**config.mk**
```make
export PLATFORM = sky130hd
export DESIGN_NAME = htif_mem_loader
export DESIGN_NICKNAME = d
export VERILOG_FILES = /design/src/rtl/htif_mem_loader.sv
export SDC_FILE = /design/constraint.sdc
export NUM_CORES = 1
export LEC_CHECK = 0
export CAP_MARGIN = 20
export CORE_UTILIZATION = 43
export DETAILED_ROUTE_END_ITERATION = 10
export GPL_TIMING_DRIVEN = 0
export PLACE_DENSITY = 0.8
export SLEW_MARGIN = 10
export SYNTH_ARGS = -nofsm -noshare
export SYNTH_HDL_FRONTEND = slang
export SYNTH_SLANG_ARGS = --single-unit
```
**constraint.sdc**
```tcl
create_clock -name clk -period 2.9 [get_ports clk]
set_input_delay 0.58 -clock clk [delete_from_list [all_inputs] [get_ports clk]]
set_output_delay 0.58 -clock clk [all_outputs]
set_load 0.02 [all_outputs]
```
**src/rtl/htif_mem_loader.sv**
```systemverilog
// HTIF loader: decodes host WRITE/READ/RELEASE word streams into word-wide scratchpad requests.
// Define HTIF_LOADER_CSUM_EN to return a per-burst wrap-around checksum after every WRITE.
module htif_mem_loader #(
  parameter int AW = 32,
  parameter int DW = 32,
  parameter int CW = 24
) (
  input  logic          clk,
  input  logic          rst,
  input  logic          host_in_valid,
  output logic          host_in_ready,
  input  logic [31:0]   host_in_data,
  output logic          host_out_valid,
  input  logic          host_out_ready,
  output logic [31:0]   host_out_data,
  output logic          mem_req_valid,
  input  logic          mem_req_ready,
  output logic          mem_req_fcn,
  output logic [2:0]    mem_req_typ,
  output logic [AW-1:0] mem_req_addr,
  output logic [DW-1:0] mem_req_data,
  input  logic [DW-1:0] mem_resp_data,
  output logic          core_reset
);

  localparam logic [7:0] OP_WRITE   = 8'h01;
  localparam logic [7:0] OP_READ    = 8'h02;
  localparam logic [7:0] OP_RELEASE = 8'h03;

`ifdef HTIF_LOADER_CSUM_EN
  typedef enum logic [2:0] {IDLE, ADDR, WDATA, RDATA, CSUM} state_t;
`else
  typedef enum logic [1:0] {IDLE, ADDR, WDATA, RDATA} state_t;
`endif

  state_t          state_q, state_d;
  logic            core_reset_q, core_reset_d;
  logic            out_valid_q, out_valid_d;
  logic [31:0]     out_data_q, out_data_d;
  logic [CW-1:0]   count_q, count_d;
  logic [AW-1:0]   addr_q, addr_d;
  logic            op_write_q, op_write_d;
`ifdef HTIF_LOADER_CSUM_EN
  logic [31:0]     sum_q, sum_d;
`endif
  logic            rd_go;
  logic            unused_addr_bits;

  assign unused_addr_bits = ^host_in_data[1:0];

  assign mem_req_typ  = 3'd2;
  assign mem_req_addr = addr_q;
  assign core_reset   = core_reset_q;

  always_ff @(posedge clk or posedge rst) begin
    if (rst) begin
      state_q      <= IDLE;
      core_reset_q <= 1'b1;
      out_valid_q  <= 1'b0;
      out_data_q   <= '0;
      count_q      <= '0;
      addr_q       <= '0;
      op_write_q   <= 1'b0;
`ifdef HTIF_LOADER_CSUM_EN
      sum_q        <= '0;
`endif
    end else begin
      state_q      <= state_d;
      core_reset_q <= core_reset_d;
      out_valid_q  <= out_valid_d;
      out_data_q   <= out_data_d;
      count_q      <= count_d;
      addr_q       <= addr_d;
      op_write_q   <= op_write_d;
`ifdef HTIF_LOADER_CSUM_EN
      sum_q        <= sum_d;
`endif
    end
  end

  always_comb begin
    state_d        = state_q;
    core_reset_d   = core_reset_q;
    out_valid_d    = out_valid_q;
    out_data_d     = out_data_q;
    count_d        = count_q;
    addr_d         = addr_q;
    op_write_d     = op_write_q;
`ifdef HTIF_LOADER_CSUM_EN
    sum_d          = sum_q;
`endif
    host_in_ready  = 1'b0;
    host_out_valid = out_valid_q;
    host_out_data  = out_data_q;
    mem_req_valid  = 1'b0;
    mem_req_fcn    = 1'b0;
    mem_req_data   = '0;
    rd_go          = 1'b0;

    // A drained output register empties unless a read reloads it below.
    if (out_valid_q && host_out_ready) out_valid_d = 1'b0;

    case (state_q)
      IDLE: begin
        host_in_ready = 1'b1;
        if (host_in_valid) begin
          case (host_in_data[31:24])
            OP_WRITE, OP_READ: begin
`ifdef HTIF_LOADER_CSUM_EN
              if (host_in_data[31:24] == OP_WRITE) sum_d = '0;
`endif
              if (host_in_data[CW-1:0] != '0) begin
                count_d    = host_in_data[CW-1:0];
                op_write_d = (host_in_data[31:24] == OP_WRITE);
                state_d    = ADDR;
              end
            end
            OP_RELEASE: core_reset_d = 1'b0;
            default: ;
          endcase
        end
      end
      ADDR: begin
        host_in_ready = 1'b1;
        if (host_in_valid) begin
          addr_d  = {host_in_data[AW-1:2], 2'b00};
          state_d = op_write_q ? WDATA : RDATA;
        end
      end
      WDATA: begin
        mem_req_valid = host_in_valid;
        host_in_ready = mem_req_ready;
        mem_req_fcn   = 1'b1;
        mem_req_data  = host_in_data;
        if (host_in_valid && mem_req_ready) begin
          addr_d  = addr_q + AW'(4);
          count_d = count_q - CW'(1);
`ifdef HTIF_LOADER_CSUM_EN
          sum_d   = sum_q + host_in_data;
          if (count_q == CW'(1)) state_d = CSUM;
`else
          if (count_q == CW'(1)) state_d = IDLE;
`endif
        end
      end
      RDATA: begin
        // Only fetch when the single output slot is free or being drained this cycle.
        rd_go         = !out_valid_q || host_out_ready;
        mem_req_valid = rd_go;
        if (rd_go && mem_req_ready) begin
          out_data_d  = mem_resp_data;
          out_valid_d = 1'b1;
          addr_d      = addr_q + AW'(4);
          count_d     = count_q - CW'(1);
          if (count_q == CW'(1)) state_d = IDLE;
        end
      end
`ifdef HTIF_LOADER_CSUM_EN
      CSUM: begin
        // Any read word still pending goes out ahead of the checksum.
        host_out_valid = 1'b1;
        host_out_data  = out_valid_q ? out_data_q : sum_q;
        if (host_out_ready && !out_valid_q) state_d = IDLE;
      end
`endif
      default: state_d = IDLE;
    endcase
  end

endmodule

```
==> results of run 1 <==
-- repair_timing --
action / 4_1_cts / 5_1_grt
setup buffers: 2 / 0
endpoints found under the hold margin: 0 / 0
setup endpoints to repair: 51 / 63
gates resized for setup: 32 / 35
pin swaps: 2 / 2
-- how the worst min path moves through the flow --
stage               cells past startpoint   startpoint          end
floorplan                               2  count_q[19]  count_q[19]
global placement                        2   core_reset   core_reset
detailed placement                      2   core_reset   core_reset
CTS                                     2   core_reset   core_reset
global route                            2   core_reset   core_reset
finish                                  2   core_reset   core_reset
-- layout make-up --
| type | count | area [um^2] | share of cell area |
|---|---|---|---|
| Buffer | 46 | 231 | 0.0299 |
| Clock buffer | 10 | 229 | 0.0295 |
| Clock inverter | 6 | 48.8 | 0.00629 |
| Inverter | 15 | 60.1 | 0.00775 |
| Multi-Input combinational cell | 434 | 2930 | 0.377 |
| Sequential cell | 91 | 2280 | 0.294 |
| Tap cell | 168 | 210 | 0.0271 |
| Timing Repair Buffer | 171 | 1770 | 0.228 |
-- flip-flops by register name, indices dropped and copies added, names as in the netlist --
| register | cells |
|---|---|
| core_reset | 1 |
| count_q | 24 |
| host_out_data | 32 |
| host_out_valid | 1 |
| mem_req_addr | 30 |
| op_write_q | 1 |
| state_q | 2 |
-- kinds of logic (layout without fill, tap and decap cells) --
family | after synthesis | count (layout) | share of synthesized area
other | 2 | 5 | 0.00139
DFF | 91 | 91 | 0.423
xor gates and xnor gates | 1 | 1 | 0.00162
muxes | 36 | 36 | 0.0745
AOI/OAI and AO/OA | 165 | 165 | 0.217
adders and majority gates | 3 | 3 | 0.00696
and+or+nand+nor | 224 | 224 | 0.228
buffers and inverters | 61 | 248 | 0.0476
-- cells in the mapped netlist (9+ instances only) --
cell | number | share of area
o221a_2 | 9 | 0.019
dfrtp_1 | 90 | 0.42
a2bb2oi_1 | 9 | 0.015
nand2_1 | 40 | 0.028
and2_1 | 31 | 0.036
a21oi_1 | 45 | 0.042
o22ai_1 | 10 | 0.012
mux2_2 | 33 | 0.069
nand3_1 | 23 | 0.021
o21ai_0 | 22 | 0.020
clkbuf_1 | 30 | 0.021
and3_1 | 13 | 0.015
nor3_1 | 28 | 0.026
a31oi_1 | 11 | 0.013
nor4_1 | 17 | 0.020
nand4_1 | 15 | 0.017
nor2_1 | 22 | 0.015
inv_1 | 15 | 0.010
-- power by group --
group | internal [mW] | switching, mW | total, mW
registers | 1.63 | 0.507 | 2.13
logic | 1.29 | 1.67 | 2.96
clock network | 0.590 | 0.546 | 1.14
-- routing by layer --
metal  up-vias  part of all wire  global-route usage
li1       2599                 -                   -
met2       465              0.46               0.498
met3        58              0.12              0.0760
met4         0             0.034               0.156
met1      2853              0.39               0.422
met5         -                 0                   0
-- worst min-delay path: stages, from the launching register on --
cell and delay, ns:
dfstp_2 0.39, inv_1 0.05, a41oi_1 0.04
==> results by group, run 1 <==
Outcome
  • Status: finished clean

Drt
  • Via count: roughly 6,000
  • Initial DRT Pass Iterations: 6
  • Starting DRT DRC Count: around 630
  • DRC violations left: 0
  • Total Wirelength: 20,400 um
  • Wire per inst: 21.7 um
  • Final ANT Viol Nets: 0
  • Vias per std cell: between 6 and 7

Pwr
  • LEAKAGE: 3.50 nW
  • Max VDD drop: 0.000404 V
  • Power Total: 6.23 mW
  • Pwr Density: 804 mW/mm^2

Clock tree
  • Clock transition at the registers of the reported paths: about 0.07 ns
  • CTS tree: done
  • Clk_lat worst skew: approximately 0.35 ns
  • Hold Buf Count CTS: 0
  • CTS Root Cell: clkbuf_16
  • CTS buffer count: 9
  • Clk sinks: between 90 and 100
  • Max clock buf depth: 2
  • Level count of the clock H-tree: 3

Synthesis
  • Ys async rst share: 1.00
  • Synth warn: 0
  • Seq/Total Area, Yosys: 0.423
  • EDFF count, synth: 0
  • Yosys cell types: 66
  • Mapped Cells: slightly below 600
  • Syn Area/Cell: 9.25 um^2
  • Post-synth top flop: dfrtp_1
  • #FFs+latches synth: 91
  • Synth Cell Area: between 0.005 and 0.006 mm^2

Setup path
  • Setup CP Type: flop to output pin
  • Critical Path Source Type: flop
  • R2R Path Start: count_q[6]
  • Setup crit end: mem_req_data[5]
  • Delay-heaviest family, CP: buffers and inverters
  • WP depth: 6
  • CP max-delay cell: dfrtp_2
  • Beginning of the critical path: state_q[1]
  • Worst Path Buf+Inv: 5
  • Crit-path most repeated cell: clkbuf_2
  • Critical Path AT: roughly 2.3 ns
  • Critical path peak fanout: 10
  • R2r setup slk: 0.28 ns
  • Worst r2r path cells: 5
  • CP cell instances: clkbuf_4 -> inv_1 -> clkbuf_2 -> clkbuf_2 -> nor3_1 -> dlygate4sd2_1
  • Worst Setup End Kind: output pin
  • Endpoint of the worst-slack reg-to-reg timing path: count_q[19]
  • CP peak stage delay: 0.43 ns
  • Req. time, crit path: 2.32 ns

Place
  • Setup slack at placement: -0.587 ns
  • Placed standard-cell area: 0.00733 mm^2
  • IO buf count: roughly 170
  • GPL Wtd Cong: 0.976
  • Placed cells: ~920
  • Dpl hpwl: between 10,000 and 15,000 um

Final layout
  • Fin nets: 840
  • FILL cells: approximately 1,000
  • Ant diodes: 0
  • Commonest cells after routing, fill and taps aside: clkdlybuf4s50_1, dfrtp_1, a21oi_1
  • Most common cell after layout, fill and taps aside: clkdlybuf4s50_1
  • Fin util: 0.640
  • Final Cell Area: 0.00775 mm^2
  • Area Growth Syn to Fin: 43.8%
  • Share of cells above drive strength 1: 0.136
  • Finished Layout Cells: 941

Floorplan
  • Initial core utilization: 0.445
  • Core Footprint: 0.0121 mm^2
  • I/O pin count: 173
  • Width of the die: 114 um
  • Die ar.: 0.0130 mm^2
  • Rows: 40
  • Chip height: 114 um

Timing
  • Slew @ Worst Pin: 0.937 ns
  • Setup ws final: 0.0339 ns
  • Pins Over Slew Limit: 0
  • Worst hold slack: 0.473 ns
  • Total negative setup slack: 0 ns
  • Clk_skew: 0.00958 ns
  • Final setup vio count: 0
  • Final hold vios: 0
  • RSZ-0062 raised after global routing: no
  • Highest clock rate: 349 MHz
  • Slew margin rel.: 0.373
  • Final Critical Period: between 2 and 3 ns
  • Final period util: 0.988

Flow run
  • Total of max-cap violations: 0

Global routing
  • First-pass GRT wire length: around 32,000 um
  • Gr ovfl total: 0
  • Vias in the first global route: 5,734
  • GRT Total Usage: 0.321
  • Pin count of the biggest net entering global routing: 37
  • Initial antenna violation count: 0

Min path
  • HP Class: flop to flop
Power figures use the tool's default switching activity.
==> run 2: changes to the inputs <==
CORE_UTILIZATION = 47   (was 43)
PLACE_DENSITY = 0.83   (was 0.8)
clock period = 3 ns   (was 2.9 ns; I/O delays follow)
==> run 2 against run 1 <==
  * First-iteration DRC count is 15% lower
  * Total power is 3.8% lower
  * Largest power group unchanged
  * The run now ends with setup timing left
  * Design area is 1.5% lower
  * Flip-flop and latch count stayed put
  * Clock skew hardly changed
  * Wire length is 3.4% lower
  * Critical endpoint is now count_q[23]
  * Critical path type is now primary input to flop
  * Register-to-register slack better by 0.08 ns
  * Sequential power is 4% lower
==> results by group, run 2 (synthesized netlist as in run 1, its figures left out) <==
Setup path
  • Critical Path Source Type: primary input
  • Worst Setup End Kind: flop
  • Setup CP Type: primary input to flop
  • Req. time, crit path: 3.29 ns (+0.97 ns)
  • Critical Path AT: 3.33 ns (+1.04 ns)
  • Critical path peak fanout: 9 (-1)

Drt
  • Vias per std cell: 6.52 (+2.7%)
  • DRC violations left: 0 (unchanged)
  • Final ANT Viol Nets: 0 (unchanged)
  • Starting DRT DRC Count: 531 (-15%)
  • Initial DRT Pass Iterations: 5 (-1)
  • Via count: 5,965 (-0.17%)
  • Total Wirelength: 19,700 um (-3.4%)
  • Wire per inst: 21.5 um (-0.70%)

Timing
  • Final hold vios: 0 (unchanged)
  • Final setup vio count: 5 (+5)
  • Worst hold slack: 0.508 ns (+0.0347 ns)
  • Final period util: 1.01
  • Clk_skew: 0.00992 ns (+0.000341 ns)
  • Pins Over Slew Limit: 0 (unchanged)
  • Slew @ Worst Pin: 0.918 ns (-0.0186 ns)
  • Slew margin rel.: 0.385 (+0.0125)
  • Setup ws final: -0.0331 ns (-0.0669 ns)
  • Highest clock rate: 330 MHz
  • Final Critical Period: 3.03 ns

Flow run
  • Total of max-cap violations: 0 (unchanged)

Final layout
  • Finished Layout Cells: 915 (-2.8%)
  • Area Growth Syn to Fin: 41.7%
  • FILL cells: 882 (-16%)
  • Most common cell after layout, fill and taps aside: clkdlybuf4s50_1
  • Commonest cells after routing, fill and taps aside: clkdlybuf4s50_1, dfrtp_1, a21oi_1
  • Share of cells above drive strength 1: 0.130 (-0.00534)
  • Area occupied by registers: 0.00228 mm^2 (about the same)
  • Number of flip-flops in the largest register: 32 (unchanged)
  • Multi-input logic area: 0.00290 mm^2 (-0.94%)
  • Final Cell Area: 0.00764 mm^2 (-1.5%)
  • Fin nets: 841 (+0.12%)

Place
  • IO buf count: 167 (unchanged)
  • Placed cells: 894 (-3.1%)
  • Dpl hpwl: 14,300 um (-3.8%)
  • Placed standard-cell area: 0.00728 mm^2 (-0.67%)
  • GPL Wtd Cong: 0.948 (-2.8%)

Clock tree
  • Clk_lat worst skew: 0.35 ns (about the same)
  • CTS Root Cell: clkbuf_16
  • CTS tree: done
  • Level count of the clock H-tree: 3 (unchanged)
  • Max clock buf depth: 2 (unchanged)
  • Hold Buf Count CTS: 0 (unchanged)
  • Clock transition at the registers of the reported paths: 0.08 ns (about the same)
  • CTS buffer count: 9 (unchanged)
  • Clk sinks: 91 (unchanged)

Floorplan
  • Die ar.: 0.0119 mm^2 (-8.4%)
  • I/O pin count: 173 (unchanged)
  • Initial core utilization: 0.489 (+0.0436)
  • Width of the die: 109 um (-4.3%)
  • Core Footprint: 0.0110 mm^2 (-8.9%)
  • Rows: 38 (-5.0%)
  • Chip height: 109 um (-4.3%)

Pwr
  • Max VDD drop: 0.000396 V (-1.8%)
  • Pwr Density: 785 mW/mm^2 (-2.4%)
  • LEAKAGE: 3.23 nW (-7.7%)

Outcome
  • Failing checks: setup timing
  • Status: finished with violations

Global routing
  • GRT Total Usage: 0.343 (+0.0217)
  • Gr ovfl total: 0 (unchanged)
  • First-pass GRT wire length: 30,700 um (-2.9%)
  • Vias in the first global route: 5,815 (+1.4%)
  • Initial antenna violation count: 1 (+1)
  • Pin count of the biggest net entering global routing: 53 (+43%)

Min path
  • HP Class: flop to flop
## run 2: changes by cell type in the layout (fill, tap and decap cells not counted), sizes merged
| cell | previous run | this run |
|---|---|---|
| clkdlybuf4s50 | 135 | 154 |
| dlymetal6s2s | 21 | 6 |
| dlygate4sd2 | 10 | 6 |
| buf | 21 | 22 |
| clkdlybuf4s15 | 1 | 0 |
| diode | 0 | 1 |
| inv | 16 | 17 |
## run 2: repair_timing
| item | CTS | global route |
|---|---|---|
| resized for setup | 19 | 17 |
| pin swaps | 1 | 1 |
| setup buffers | 2 | 2 |
| endpoints found under the setup margin | 44 | 50 |
## run 2: report_power, final
group / switching, mW / internal (mW) / total [mW]
Combinational: 1.60 / 1.26 / 2.86
Sequential: 0.470 / 1.57 / 2.04
Clock: 0.523 / 0.566 / 1.09
## run 2: per-stage QoR
stage	power, mW	TNS [ns]	setup WS, ns	util
after detailed placement	4.81	-14.23	-0.440	0.660
after CTS	5.91	0	0.00451	0.688
after floorplan	3.57	0	0.0380	-
final	5.99	-0.0643	-0.0331	0.693
after global placement	4.72	-137.30	-1.40	0.657
after global routing	6.29	-0.0164	-0.0124	0.692
## run 2: final timing paths
check	start	endpoint	slack [ns]	depth (start not counted)
max	host_in_data[29]	count_q[23]	-0.03	7
min	host_out_data[27]	host_out_data[27]	0.51	1
max reg2reg	state_q[0]	count_q[23]	0.36	7
min reg2reg	host_out_data[27]	host_out_data[27]	0.51	1
max in group asynchronous	rst	mem_req_addr[18]	1.70	3
min in group asynchronous	rst	host_out_data[9]	0.64	2
## run 2: layout make-up
| cell class | instances | area share |
|---|---|---|
| Antenna cell | 1 | 0.000328 |
| Clock buffer | 9 | 0.0295 |
| Clock inverter | 7 | 0.00688 |
| Timing Repair Buffer | 173 | 0.227 |
| Inverter | 15 | 0.00770 |
| Multi-Input combinational cell | 434 | 0.379 |
| Sequential cell | 91 | 0.298 |
| Buffer | 45 | 0.0278 |
| Tap cell | 140 | 0.0229 |
## run 2: routing by layer
metal  track usage  routed length, um  part of all wire
met3         0.109               2640              0.13
met2         0.548               8980              0.46
met1         0.418               7300              0.37
met5             0                  0                 0
met4         0.162                794             0.040
## run 2: critical path: stages
cell	delay (ns)
clkdlybuf4s50_1	0.47
nor4_1	0.52
and3_1	0.24
buf_2	0.20
nor2_1	0.19
nor3_1	0.81
a221o_2	0.29
==> patch 1: new RTL, flow settings as in run 1 <==
Make the reset (`rst`) synchronous in one clocked block.
--- a/src/rtl/htif_mem_loader.sv
+++ b/src/rtl/htif_mem_loader.sv
@@ -52,7 +52,7 @@
   assign mem_req_addr = addr_q;
   assign core_reset   = core_reset_q;
 
-  always_ff @(posedge clk or posedge rst) begin
+  always_ff @(posedge clk) begin
     if (rst) begin
       state_q      <= IDLE;
       core_reset_q <= 1'b1;
Behaviour: differs if rst is asserted again (counterexample within 4 cycles, from zero or initial values and one cycle with rst high); with rst held inactive, the same outputs for 4 cycles.
==> patch 1 against run 1 <==
- the run now ends with DRC left
- cell area decreased by 5.4%
- area after synthesis decreased by 4.8%
- worst setup slack got worse by 0.0075 ns
- fmax decreased by 0.26%
- routed wire length decreased by 4.1%
- count of clock-buffer cells in the layout decreased by 1
- critical path depth increased by 2
- core utilization decreased by 0.35 points
- sequential cell count unchanged
- highest routed layer unchanged
Power is not compared: it rests on default switching activity, and its combinational part moved more than twofold at a synthesized area within 25%.
==> patch 1: results (changes against run 1) <==
[timing]
hold_ws_ns = 0.4526  ; was 0.4732 ns
skew_ns = 0.006864  ; was 0.009577 ns
fin_ws_ns = 0.02634  ; was 0.03386 ns
tightest_slew_ns = 0.7817  ; was 0.9368 ns

[layout]
drive_above_1_share = 0.05221  ; was 0.1358
nFillCells = 1053  ; was 1047
final_core_util = 0.6366  ; was 0.6401
final_net_count = 949  ; was 840

[routing]
drc = 26  ; was 0
vias_per_cell = 6.088  ; was 6.350
firstDrtPassIters = 10  ; was 6
drtIter0Drc = 694  ; was 625

[synth]
synth_compound_area_frac = 0.2362  ; was 0.2172
synthAdderAreaFrac = 0.007312  ; was 0.006961
yosysUniqueCellTypes = 62  ; was 66
synth_commonest_cells = nand2_1 (117), dfxtp_1 (91), a21oi_1 (72), nor2_1 (65), clkbuf_1 (41)  ; was dfrtp_1 (90), a21oi_1 (45), nand2_1 (40), mux2_2 (33), and2_1 (31)
muxShareOfSynthArea = 0.03607  ; was 0.07448
netlist_top_cells_area = dfxtp_1 (35%), nand2_1 (8.6%), a21oi_1 (7.0%)  ; was dfrtp_1 (42%), mux2_2 (6.9%), a21oi_1 (4.2%)
ys_seq_area_frac = 0.3549  ; was 0.4225
async_flop_share = 0  ; was 1.000
synth_xor_area_frac = 0.001706  ; was 0.001624

[global_routing]
track_usage = 0.3131  ; was 0.3209
first_global_vias = 5668  ; was 5734
grt_max_degree = 20  ; was 37

[placement]
pre_cts_ws_ns = -0.2445  ; was -0.5868 ns
place_congestion = 0.9265  ; was 0.9755
hpwl_um = 13810  ; was 14890 um
port_buffers = 166  ; was 167

[worst_setup_path]
cpMaxStageDelayCell = clkdlybuf4s50_1  ; was dfrtp_2
rrSetupSlack_ns = 0.46  ; was 0.28 ns
cp-endpoint = count_q[19]$_SDFFE_PP0P_  ; was mem_req_data[5]
r2r_end = mem_req_addr[22]$_SDFFE_PP0P_  ; was count_q[19]$_DFFE_PP0P_
reg2reg_depth = 7  ; was 5
startpoint = host_in_data[21]  ; was state_q[1]$_DFFE_PP0P_
worst_path_largest_cell_delay_ns = 0.58  ; was 0.43 ns

[status]
status = complete, but fails checks  ; was finished clean
failed_checks = DRC

[hold_path]
hold_end = host_out_data[18]$_SDFFE_PP0P_  ; was core_reset$_DFFE_PP1P_
hp-start = host_out_data[18]$_SDFFE_PP0P_  ; was core_reset$_DFFE_PP1P_

[cts]
cts_resized = 11  ; was 32
post_cts_buffers = 0  ; was 2

[patch 1: cell types whose count changed after synthesis, sizes merged, moves of 29 or more]
cell          run 1  this run
mux2             33         4
nor2             22        65
nand2            40       117
and2             32         3
dfrtp            90         0
dfxtp             0        91
[patch 1: critical path, delay by kind of cell]
family          cells  cell delay [ns]
compound gates      4             0.96
buf+inv             2             0.81
simple gates        2             0.72
[patch 1: area by class of cell]
class,instances,area [um^2],share of cell area
multi-input combinational,546,3034,0.4139
sequential,91,1823,0.2487
timing repair buffer,166,1677,0.2287
buffer,53,265.3,0.03618
clock buffer,9,225.2,0.03072
tap,143,178.9,0.02441
clock inverter,6,90.09,0.01229
inverter,10,37.54,0.005120
[patch 1: layer usage]
| layer | share of wire | vias up | track usage |
|---|---|---|---|
| li1 | - | 2893 | - |
| met1 | 0.40 | 2833 | 0.4041 |
| met2 | 0.43 | 447 | 0.4713 |
| met3 | 0.13 | 61 | 0.1022 |
| met4 | 0.036 | 0 | 0.1450 |
| met5 | 0 | - | 0 |
==> patch 2: new RTL, flow settings as in run 1 <==
Without the edit above. The option `HTIF_LOADER_CSUM_EN` is turned on by a define.
--- a/src/rtl/htif_mem_loader.sv
+++ b/src/rtl/htif_mem_loader.sv
@@ -1,5 +1,7 @@
 // HTIF loader: decodes host WRITE/READ/RELEASE word streams into word-wide scratchpad requests.
 // Define HTIF_LOADER_CSUM_EN to return a per-burst wrap-around checksum after every WRITE.
+`define HTIF_LOADER_CSUM_EN
+
 module htif_mem_loader #(
   parameter int AW = 32,
   parameter int DW = 32,
Formal check against the unedited RTL: not equivalent (Yosys sat finds a counterexample within 4 cycles, from zero or initial values and one cycle with rst high).
==> patch 2 against run 1 <==
- die area grew 54%
- total power is 81% higher
- area after synthesis rose by 55%
- worst hold slack lost 0.021 ns
- sequential cell count grew 33
- sequential share of layout area decreased by 1.9 points
- fmax barely moved
- cell area up 45%
- routed wire length is 40% higher
- worst setup slack improved by 0.0012 ns
==> patch 2: results (changes against run 1) <==
[global_routing]
track_usage = 0.2913  ; was 0.3209
grt_pass1_wl_um = 45080  ; was 31610 um
first_global_vias = 8326  ; was 5734

[routing]
drtIter0Drc = 819  ; was 625
routed_wl_um = 28620  ; was 20410 um
wl_per_cell_um = 19.89  ; was 21.69 um
vias = 8739  ; was 5975

[layout]
syn_to_final_growth_pct = 34.57  ; was 43.76%
final_net_count = 1270  ; was 840
drive_above_1_share = 0.1959  ; was 0.1358
nFillCells = 1632  ; was 1047

[timing]
worst_slew_margin_rel = 0.4407  ; was 0.3727
clock.fmax_mhz = 349.0  ; was 348.9 MHz
hold_ws_ns = 0.4526  ; was 0.4732 ns
skew_ns = 0.009215  ; was 0.009577 ns

[power]
ir_worst_vdd_v = 0.0005674  ; was 0.0004036 V
power.leakage_nw = 5.099  ; was 3.499 nW

[placement]
hpwl_um = 20300  ; was 14890 um
pre_cts_ws_ns = -0.8059  ; was -0.5868 ns
post_dp_cell_area_um2 = 10450  ; was 7330 um^2

[cts]
numCtsBuffers = 17  ; was 9
htree_levels = 4  ; was 3
worst_skew_pair.late_latency_ns = 0.44  ; was 0.35 ns

[synth]
postSynthAreaPerCell_um2 = 8.661  ; was 9.250 um^2
synth_commonest_cells = dfrtp_1 (123), a21oi_1 (110), o21ai_0 (94), nand2_1 (91), nor2_1 (67)  ; was dfrtp_1 (90), a21oi_1 (45), nand2_1 (40), mux2_2 (33), and2_1 (31)
yosysUniqueCellTypes = 69  ; was 66
netlist_top_cells_area = dfrtp_1 (37%), mux2_2 (8.6%), a21oi_1 (6.6%)  ; was dfrtp_1 (42%), mux2_2 (6.9%), a21oi_1 (4.2%)
ys_seq_area_frac = 0.3706  ; was 0.4225

[hold_path]
min_path_type = in2reg  ; was reg2reg

[worst_setup_path]
worst_path_largest_cell_delay_ns = 0.60  ; was 0.43 ns
cpMaxStageDelayCell = clkdlybuf4s50_1  ; was dfrtp_2
rrSetupSlack_ns = 0.06  ; was 0.28 ns

[status]
status = finished clean  ; unchanged

[patch 2: cell types whose count changed after synthesis, moves of 12 or more]
cell	change
a21o_1	+13
a21oi_1	+65
dfrtp_1	+33
ha_1	+31
mux2_2	+31
nand2_1	+51
nor2_1	+45
o21ai_0	+72
xnor2_1	+14
xor2_1	+12
[patch 2: kinds of logic after synthesis]
group                      share of synthesized area
AOI/OAI and AO/OA                             0.2301
and+or+nand+nor                               0.1897
DFF                                           0.3706
buffers and inverters                        0.03884
muxes                                        0.08844
adders and majority gates                    0.05318
xor gates and xnor gates                     0.02823
other                                      0.0008967
[patch 2: final cells by class]
cell class                 instances  area share
multi-input combinational        767      0.4637
inverter                          23    0.007993
sequential                       124      0.2755
timing repair buffer             179      0.1448
buffer                            54     0.02720
clock buffer                      19     0.03930
clock inverter                    13     0.01266
tap                              260     0.02886
[patch 2: worst reg2reg max path, delay by kind of cell (launching register included)]
| family | cells | cell delay, ns |
|---|---|---|
| fa+ha+maj | 2 | 0.52 |
| buf+inv | 1 | 0.05 |
| simple gates | 1 | 0.17 |
| flops | 1 | 0.40 |
| compound gates | 8 | 1.57 |
[patch 2: power by group]
group | internal, mW | total, mW | switching, mW
sequential | 2.42 | 3.18 | 0.765
combinational | 2.51 | 5.94 | 3.43
clock | 1.29 | 2.16 | 0.872
[patch 2: metal layers]
metal | share of wire | global-route usage | wire [um] | vias to the layer above
met5 | 0 | 0 | 0 | -
met2 | 0.47 | 0.4579 | 13360 | 541
met3 | 0.089 | 0.05332 | 2535 | 91
met1 | 0.41 | 0.3829 | 11680 | 4165
li1 | - | - | - | 3942
met4 | 0.037 | 0.1522 | 1048 | 0
[patch 2: worst paths after layout]
check	depth (start not counted)	start	end
min in group asynchronous	2	rst	mem_req_addr[10]$_DFFE_PP0P_
setup reg to reg	12	sum_q[0]$_DFFE_PP0P_	sum_q[30]$_DFFE_PP0P_
max in group asynchronous	4	rst	out_data_q[24]$_DFFE_PP0P_
hold / removal	3	host_in_data[0]	count_q[0]$_DFFE_PP0P_
setup / recovery	5	state_q[2]$_DFFE_PP0P_	mem_req_data[10]
hold reg to reg	1	core_reset$_DFFE_PP1P_	core_reset$_DFFE_PP1P_
[patch 2: repair_timing]
action / CTS / global route
resized for setup: 194 / 62
endpoints found under the hold margin: 0 / 0
pin swaps: 7 / 6
setup endpoints to repair: 95 / 90
buffers inserted: 6 / 3
hold buffers: 0 / 0
